`config.mk`:
```
export PLATFORM = sky130hd
export DESIGN_NAME = gfsk_tx_frame_sequencer_flat
export DESIGN_NICKNAME = d
export VERILOG_FILES = /design/src/rtl/gfsk_tx_frame_sequencer_pkg.sv /design/src/rtl/gfsk_tx_frame_sequencer_if.sv /design/src/rtl/gfsk_tx_frame_sequencer_bit_serializer.sv /design/src/rtl/gfsk_tx_frame_sequencer.sv /design/src/flat_wrapper.sv
export SDC_FILE = /design/constraint.sdc
export NUM_CORES = 1
export LEC_CHECK = 0
export CELL_PAD_IN_SITES_DETAIL_PLACEMENT = 1
export CELL_PAD_IN_SITES_GLOBAL_PLACEMENT = 2
export CORE_UTILIZATION = 43
export DETAILED_ROUTE_END_ITERATION = 10
export DONT_BUFFER_PORTS = 1
export PLACE_DENSITY = 0.95
export SYNTH_ARGS = -nofsm -noshare
export SYNTH_HDL_FRONTEND = slang
export SYNTH_HIERARCHICAL = 1
export SYNTH_SLANG_ARGS = --single-unit
```
`constraint.sdc`:
```
create_clock -name clk -period 8.7 [get_ports clk]
set_clock_uncertainty 0.2 [all_clocks]
set_input_delay 1.74 -clock clk [delete_from_list [all_inputs] [get_ports clk]]
set_output_delay 1.74 -clock clk [all_outputs]
set_load 0.05 [all_outputs]
```
`src/rtl/gfsk_tx_frame_sequencer_pkg.sv`:
```
// Shared types and constants for the GFSK transmit frame sequencer.
package gfsk_pkg;

  typedef enum logic [2:0] {
    ST_IDLE,
    ST_PREAMBLE,
    ST_SYNC,
    ST_PAYLOAD,
    ST_FLUSH
  } state_e;

  localparam logic [7:0]  PREAMBLE_BYTE = 8'h55;
  localparam logic [15:0] DEF_SYNC_WORD = 16'hD391;

  // Bytes ride in the upper half of the 16-bit MSB-first shifter.
  function automatic logic [15:0] msb_align(input logic [7:0] b);
    return {b, 8'h00};
  endfunction

endpackage

```
`src/rtl/gfsk_tx_frame_sequencer_if.sv`:
```
// Payload byte stream from the packet buffer / MAC into the frame sequencer.
interface gfsk_tx_frame_sequencer_if;
  logic [7:0] in_data;
  logic       in_valid;
  logic       in_last;
  logic       in_ready;

  modport master (output in_data, in_valid, in_last, input in_ready);
  modport slave  (input in_data, in_valid, in_last, output in_ready);
endinterface

```
`src/rtl/gfsk_tx_frame_sequencer_bit_serializer.sv`:
```
// Oversampling bit serializer: holds each MSB of a 16-bit shifter for SPS clocks.
module gfsk_bit_serializer #(
  parameter int SPS = 8
) (
  input  logic        clk,
  input  logic        reset_n,
  input  logic        run_i,
  input  logic        load_i,
  input  logic        clear_i,
  input  logic [15:0] data_i,
  output logic        sym_end_o,
  output logic        bit_o
);

  localparam int CW = (SPS > 1) ? $clog2(SPS) : 1;

  logic [CW-1:0] cnt_q;
  logic [15:0]   sr_q;

  assign sym_end_o = run_i && (cnt_q == CW'(SPS - 1));
  assign bit_o     = sr_q[15];

  always_ff @(posedge clk or negedge reset_n) begin
    if (!reset_n) begin
      cnt_q <= '0;
      sr_q  <= '0;
    end else if (clear_i) begin
      cnt_q <= '0;
      sr_q  <= '0;
    end else if (load_i) begin
      cnt_q <= '0;
      sr_q  <= data_i;
    end else if (sym_end_o) begin
      cnt_q <= '0;
      sr_q  <= {sr_q[14:0], 1'b0};
    end else if (run_i) begin
      cnt_q <= cnt_q + CW'(1);
    end
  end

endmodule

```
`src/rtl/gfsk_tx_frame_sequencer.sv`:
```
// Frame sequencer feeding the Gaussian filter: preamble, sync word, payload, flush.
module gfsk_tx_frame_sequencer
  import gfsk_pkg::*;
#(
  parameter int          SPS            = 8,
  parameter int          PREAMBLE_BYTES = 4,
  parameter logic [15:0] SYNC_WORD      = DEF_SYNC_WORD,
  parameter int          FLUSH_CYCLES   = 5
) (
  input  logic                        clk,
  input  logic                        reset_n,
  input  logic                        start,
  input  logic                        abort,
  gfsk_tx_frame_sequencer_if.slave    s_if,
  output logic                        tx_bit,
  output logic                        tx_active,
  output logic                        done,
  output logic                        underrun
);

  localparam int BCW = (PREAMBLE_BYTES > 0) ? $clog2(PREAMBLE_BYTES + 1) : 1;
  localparam int FCW = (FLUSH_CYCLES > 0) ? $clog2(FLUSH_CYCLES + 1) : 1;

  state_e         state_q;
  logic [3:0]     bit_idx_q;
  logic [BCW-1:0] byte_cnt_q;
  logic [FCW-1:0] flush_cnt_q;
  logic           last_q, und_pend_q;
  logic           tx_active_q, done_q, underrun_q;

  logic        sym_end, ser_bit;
  logic        live, start_ok, kill, byte_end, slot, ready, accept;
  logic        ser_load, ser_clear;
  logic [15:0] ser_data;

  always_comb begin
    live     = (state_q == ST_PREAMBLE) || (state_q == ST_SYNC) || (state_q == ST_PAYLOAD);
    start_ok = (state_q == ST_IDLE) && start && !done_q;
    kill     = live && abort;
    byte_end = sym_end && (bit_idx_q == 4'd7);
    // Byte slot: end of the last sync symbol, or end of a non-final payload byte.
    slot     = sym_end && (((state_q == ST_SYNC) && (bit_idx_q == 4'd15)) ||
                           ((state_q == ST_PAYLOAD) && (bit_idx_q == 4'd7) && !last_q));
    ready    = slot && !abort;
    accept   = ready && s_if.in_valid;

    ser_load  = 1'b0;
    ser_clear = 1'b0;
    ser_data  = msb_align(PREAMBLE_BYTE);
    if (start_ok) begin
      ser_load = 1'b1;
    end else if (kill) begin
      ser_clear = 1'b1;
    end else if ((state_q == ST_PREAMBLE) && byte_end) begin
      ser_load = 1'b1;
      if (byte_cnt_q == BCW'(PREAMBLE_BYTES - 1)) ser_data = SYNC_WORD;
    end else if (slot) begin
      if (accept) begin
        ser_load = 1'b1;
        ser_data = msb_align(s_if.in_data);
      end else begin
        ser_clear = 1'b1;
      end
    end else if ((state_q == ST_PAYLOAD) && byte_end) begin
      ser_clear = 1'b1;
    end
  end

  assign s_if.in_ready = ready;

  gfsk_bit_serializer #(.SPS(SPS)) u_ser (
    .clk       (clk),
    .reset_n   (reset_n),
    .run_i     (live),
    .load_i    (ser_load),
    .clear_i   (ser_clear),
    .data_i    (ser_data),
    .sym_end_o (sym_end),
    .bit_o     (ser_bit)
  );

  always_ff @(posedge clk or negedge reset_n) begin
    if (!reset_n) begin
      state_q     <= ST_IDLE;
      bit_idx_q   <= '0;
      byte_cnt_q  <= '0;
      flush_cnt_q <= '0;
      last_q      <= 1'b0;
      und_pend_q  <= 1'b0;
      tx_active_q <= 1'b0;
      done_q      <= 1'b0;
      underrun_q  <= 1'b0;
    end else begin
      done_q     <= 1'b0;
      underrun_q <= 1'b0;
      if (kill) begin
        state_q     <= ST_FLUSH;
        flush_cnt_q <= '0;
        und_pend_q  <= 1'b0;
      end else begin
        case (state_q)
          ST_IDLE: if (start_ok) begin
            state_q     <= ST_PREAMBLE;
            tx_active_q <= 1'b1;
            bit_idx_q   <= '0;
            byte_cnt_q  <= '0;
            last_q      <= 1'b0;
            und_pend_q  <= 1'b0;
          end
          ST_PREAMBLE: begin
            if (byte_end) begin
              bit_idx_q <= '0;
              if (byte_cnt_q == BCW'(PREAMBLE_BYTES - 1)) state_q <= ST_SYNC;
              else byte_cnt_q <= byte_cnt_q + BCW'(1);
            end else if (sym_end) begin
              bit_idx_q <= bit_idx_q + 4'd1;
            end
          end
          ST_SYNC, ST_PAYLOAD: begin
            if (slot) begin
              if (accept) begin
                state_q   <= ST_PAYLOAD;
                bit_idx_q <= '0;
                last_q    <= s_if.in_last;
              end else begin
                state_q     <= ST_FLUSH;
                flush_cnt_q <= '0;
                und_pend_q  <= 1'b1;
              end
            end else if ((state_q == ST_PAYLOAD) && byte_end) begin
              state_q     <= ST_FLUSH;
              flush_cnt_q <= '0;
            end else if (sym_end) begin
              bit_idx_q <= bit_idx_q + 4'd1;
            end
          end
          ST_FLUSH: begin
            if (flush_cnt_q == FCW'(FLUSH_CYCLES - 1)) begin
              state_q     <= ST_IDLE;
              tx_active_q <= 1'b0;
              done_q      <= 1'b1;
              underrun_q  <= und_pend_q;
              und_pend_q  <= 1'b0;
            end else begin
              flush_cnt_q <= flush_cnt_q + FCW'(1);
            end
          end
          default: state_q <= ST_IDLE;
        endcase
      end
    end
  end

  assign tx_bit    = ser_bit;
  assign tx_active = tx_active_q;
  assign done      = done_q;
  assign underrun  = underrun_q;

endmodule

```
`src/flat_wrapper.sv`:
```
// flat-port wrapper written by rule: the top's interface ports become plain ports
module gfsk_tx_frame_sequencer_flat import gfsk_pkg::*;
#(
  parameter int          SPS            = 8,
  parameter int          PREAMBLE_BYTES = 4,
  parameter logic [15:0] SYNC_WORD      = DEF_SYNC_WORD,
  parameter int          FLUSH_CYCLES   = 5
)
  (clk, reset_n, start, abort, tx_bit, tx_active, done, underrun, s_if_in_data, s_if_in_valid, s_if_in_last, s_if_in_ready);
  gfsk_tx_frame_sequencer_if s_if_i ();
  input  logic clk;
  input  logic reset_n;
  input  logic start;
  input  logic abort;
  output logic tx_bit;
  output logic tx_active;
  output logic done;
  output logic underrun;
  input wire logic [$bits(s_if_i.in_data)-1:0] s_if_in_data;
  input wire logic [$bits(s_if_i.in_valid)-1:0] s_if_in_valid;
  input wire logic [$bits(s_if_i.in_last)-1:0] s_if_in_last;
  output wire logic [$bits(s_if_i.in_ready)-1:0] s_if_in_ready;
  assign s_if_i.in_data = s_if_in_data;
  assign s_if_i.in_valid = s_if_in_valid;
  assign s_if_i.in_last = s_if_in_last;
  assign s_if_in_ready = s_if_i.in_ready;
  gfsk_tx_frame_sequencer #(.SPS(SPS), .PREAMBLE_BYTES(PREAMBLE_BYTES), .SYNC_WORD(SYNC_WORD), .FLUSH_CYCLES(FLUSH_CYCLES)) u_core (.clk(clk), .reset_n(reset_n), .start(start), .abort(abort), .s_if(s_if_i), .tx_bit(tx_bit), .tx_active(tx_active), .done(done), .underrun(underrun));
endmodule
```
# Word-level counts from Yosys, hierarchy flattened
# Index checks and enable logic that the tools add are counted.
# op_classes
addsub	4
n_eq_ne	26
n_mux	67
n_bitwise	1
reduce_logical	36
# ops
operator	n
two-way mux 16 bit	9
two-way mux 3 bit	20
two-way mux 1 bit	25
AND reduction 5 bit	5
two-way mux 4 bit	6
logical AND 1 bit	13
!= test 3 x 1 -> 1 bit, second input constant	4
!= test 3 x 2 -> 1 bit, second input constant	4
one-hot mux 3 bit (2 select lines)	2
one-hot mux 3 bit (4 select lines)	1
one-hot mux 4 bit (3 select lines)	1
!= test 2 x 1 -> 1 bit, second input constant	5
adder 3 x 1 -> 3 bit, second input constant	3
equality test 3 x 2 -> 1 bit, second input constant	3
equality test 3 bit, second input constant	3
nonzero test 3 bit	3
AND reduction 4 bit	2
nonzero test 4 bit	2
nonzero test 2 bit	3
adder 4 x 1 -> 4 bit, second input constant	1
equality test 4 x 3 -> 1 bit, second input constant	1
equality test 4 bit, second input constant	1
!= test 4 x 1 -> 1 bit, second input constant	1
!= test 4 x 3 -> 1 bit, second input constant	1
10 further kinds	15
# totals
reg_bits	37
in_bits	14
output_inout_bits	5
elab_cells	145

# Longest topological paths before layout
# depth
ltp_word	14
mapped_depth	15
mapped_depth_nobuf	11

# Modules after synthesis
# Netlist, hierarchy kept.
# by_module_without_submodules
mod	instances	cells_per_inst	area_each_um2	seq_area_each_um2
gfsk_tx_frame_sequencer	1	145	1262.5	450.4
gfsk_bit_serializer	1	105	1018.5	475.5

# Least setup slack after synthesis
# Ideal clock, no wire load.
# synth_timing
path_kind	input port to output port
startpoint	input port abort
endpoint	output port s_if_in_ready
arrival_ps	3018
t_required_ps	6760
path_slack_ps	3742
path_stages	2
n_path_buf	1
cell_sequence	clkbuf_1 -> nor3_1
# synth_via
elab_chain_len	2
# synth_lines
element	line	source
from (decl)	flat_wrapper.sv:14	input logic abort;
zero test 1 bit	gfsk_tx_frame_sequencer.sv:44	ready = slot && !abort;
logical AND 1 bit	gfsk_tx_frame_sequencer.sv:44	
to (decl)	flat_wrapper.sv:22	output wire logic [$bits(s_if_i.in_ready)-1:0] s_if_in_ready;
# No other way between the ends.

# Worst setup path after layout
# layout_timing
startpoint	register u_core.state_q[0]
endpoint	output port s_if_in_ready
# layout_via
elab_chain_len	6
elab_cells_between_ends	12
cone_classes	eq/ne (3); reduce/logical (9)
# layout_lines
element	line	source
from (decl)	gfsk_tx_frame_sequencer.sv:24	state_e state_q;
from (signal assigned)	gfsk_tx_frame_sequencer.sv:84	state_q <= ST_IDLE;
from (signal assigned)	gfsk_tx_frame_sequencer.sv:97	state_q <= ST_FLUSH;
from (signal assigned)	gfsk_tx_frame_sequencer.sv:103	state_q <= ST_PREAMBLE;
equality test 3 x 1 -> 1 bit / equality test 3 x 2 -> 1 bit (equally long branches)	gfsk_tx_frame_sequencer.sv:37	live = (state_q == ST_PREAMBLE) || (state_q == ST_SYNC) || (state_q == ST_PAYLOAD);
logical OR 1 bit	gfsk_tx_frame_sequencer.sv:37	
logical OR 1 bit *	gfsk_tx_frame_sequencer.sv:37	
net u_core.live	gfsk_tx_frame_sequencer.sv:32	logic live, start_ok, kill, byte_end, slot, ready, accept;
logical AND 1 bit *	gfsk_tx_frame_sequencer_bit_serializer.sv:20	assign sym_end_o = run_i && (cnt_q == CW'(SPS - 1));
net u_core.sym_end	gfsk_tx_frame_sequencer.sv:31	logic sym_end, ser_bit;
logical AND 1 bit *	gfsk_tx_frame_sequencer.sv:42	slot = sym_end && (((state_q == ST_SYNC) && (bit_idx_q == 4'd15)) ||
logical AND 1 bit *	gfsk_tx_frame_sequencer.sv:44	
# The timed path passes the listed nets; every way through them passes the cells marked *.

==> run summary <==
Outcome = finished, final reports clean
DRC violations left = 0
#FFs+latches synth = 37
Largest net degree at the start of global routing = 51
Fmax = 200.0 MHz
RSZ-0062 raised after global routing = no
Drt total wl = 5074 um
Final ANT Viol Nets = 0
Starting Density = 0.4466
CP Capture Type = output pin
# IOs = 19
Initial antenna violation count = 0
Worst Hold Class = reg2reg
Ant diodes = 0
DP HPWL = 3623 um
Post-synth cell types = 53
Final TNS setup = 0 ns
Final hold viol count = 0
Layout cell share with drive strength beyond 1 = 0.1048
Post-synthesis sequential area ratio = 0.4059
Slowest stage cell on the critical path = nor3_2
Die Footprint = 5600 um^2
Min Clock Period, post-route = 4.999 ns
Clock-pin slew on the worst setup and hold paths = 0.07 ns
Max Cap Viol = 0
Leading area contributor after synthesis = dfrtp_1
Number of global-route vias before repair = 1836
CTS Buffer Depth = 2
Syn avg cell area = 9.124 um^2
Relative slew slack = 0.4506
Largest stage delay, worst path = 0.63 ns
Ys Warns = 6
Largest fanout on the critical path = 21
Num rows = 26
Clock Latency Late Sink = 0.28 ns
Synth top cells by count = dfrtp_1, nor3_1, inv_1
VDD IR max = 0.09838 mV
TritonCTS clock tree = yes
PortBufs = 0
Vias = 1794
Post-synth top area share = 0.4059
H-tree depth = 2
P_leak = 0.9823 nW
Layout Utilization = 0.4684
TritonCTS sink count = 37
Number of post-CTS setup repair buffers = 0
CP most frequent cell = nor2_1
Post-cts sizing count = 0
WP data required = 6.76 ns
Grt total ovfl = 0
Ys async rst share = 1.000
Iter 0 DRT Violations = 143
Via/cell ratio = 5.642
Fill count = 614
CP arrival = 3.06 ns
Nets = 268
Core area = 5107 um^2
Cells after Synth = 250
Register area = 925.9 um^2
Kind of critical path = reg2out
Crit-path cells = nor2_1 -> nor2_1 -> nand2_4 -> inv_6 -> nand3_4 -> o21bai_4 -> nor3_2
Drt first pass iters = 4
DIE HEIGHT = 74.83 um
CTS Buf Count = 5
Die width = 74.83 um
Slew Limit Fails = 0
Multi-input logic area = 1194 um^2
Placer Congestion = 0.7623
# hold bufs at CTS = 0
CP Launch Type = flop
Post-Syn Area = 2281 um^2
Count leader, synth = dfrtp_1
Routed length per placed instance = 15.96 um
Tcrit/Tclk final = 0.5746
PwrDens = 269.3 nW/um^2
Top cells by area, synth = dfrtp_1, nor3_1, ha_1, inv_1, o21ai_0
Global-route usage over all layers = 0.2087
Post-synth EDFFs = 0
CTS root buf = clkbuf_8
Layout area overhead = 4.882%
Worst slew pin tran = 0.8196 ns
Setup violations, final = 0
Synth Flop Type = dfrtp_1
First-pass GRT wire length = 8797 um
[state kept, by name (all words and copies together), names as in the netlist]
signal and flops:
u_core/u_ser/sr_q 16, u_core/byte_cnt_q 3, u_core/flush_cnt_q 3, u_core/und_pend_q 1, u_core/done 1, u_core/state_q 3, u_core/underrun 1, u_core/bit_idx_q 4
u_core/u_ser/cnt_q 3, u_core/last_q 1, u_core/tx_active 1
[worst paths after layout]
check	startpoint	cells after the start	endpoint	slack (ns)
setup / recovery	u_core/state_q[0]	7	s_if_in_ready	3.70
hold / removal	u_core/byte_cnt_q[0]	1	u_core/byte_cnt_q[0]	0.29
setup reg to reg	u_core/state_q[0]	12	u_core/u_ser/sr_q[3]	4.48
hold reg to reg	u_core/byte_cnt_q[0]	1	u_core/byte_cnt_q[0]	0.29
max in group asynchronous	reset_n	0	u_core/u_ser/sr_q[3]	7.27
min in group asynchronous	reset_n	0	u_core/flush_cnt_q[0]	0.94
[layer usage]
metal / up-vias / wire length (um) / global-route usage
li1: 890 / - / -
met1: 875 / 2456 / 0.2786
met2: 27 / 2446 / 0.3383
met3: 2 / 136 / 0.04284
met4: 0 / 34 / 0.07128
met5: - / 0 / 0
[logic make-up after synthesis]
logic type,count (synthesis),synth area share
simple gates,99,0.2452
compound gates,64,0.2156
buf+inv,39,0.07953
flops,37,0.4059
fa+ha+maj,7,0.03840
mux,3,0.01371
other cells,1,0.001644
[layout make-up]
type / instances / share of cell area
clock buffer: 6 / 0.03033
clock inverter: 2 / 0.004184
inverter: 24 / 0.03975
multi-input combinational: 178 / 0.4990
sequential: 37 / 0.3870
tap: 70 / 0.03661
timing repair buffer: 1 / 0.003138
[worst max-delay path: cells and delay by family (launching register included)]
kind / cells / cell delay (ns)
AOI/OAI and AO/OA: 1 / 0.23
buffers and inverters: 1 / 0.24
DFF: 1 / 0.56
and+or+nand+nor: 5 / 1.73
[cells in the final DEF (no fill, tap or decap), drive strengths merged, types with 3 or more instances in the layout]
master,count
nand2,15
and2,4
inv,24
nand2b,9
ha,7
nand3,6
nor2,11
a2111oi,15
a2bb2oi,3
nor3,37
a21oi,14
conb,5
o21bai,3
o21ai,16
nor3b,5
dfrtp,37
clkbuf,6
[power breakdown]
group	internal, mW	switching (mW)	leakage (nW)
Combinational	0.103	0.133	0.458
Sequential	0.225	0.0680	0.479
Clock	0.0555	0.0602	0.0450
[stage by stage]
stage	power, mW	setup slack, ns	cells	hold WS, ns	area [um^2]
after detailed placement	0.5314	4.042	310	0.2806	2310
after global placement	0.5194	4.130	310	0.2678	2310
after CTS	0.6495	3.728	318	0.2909	2392
after floorplan	0.4848	3.742	254	0.2543	2296
after global routing	0.6904	3.465	318	0.3303	2392
final	0.6443	3.701	318	0.2867	2392
Note: power is estimated with default switching activity, not from simulation.
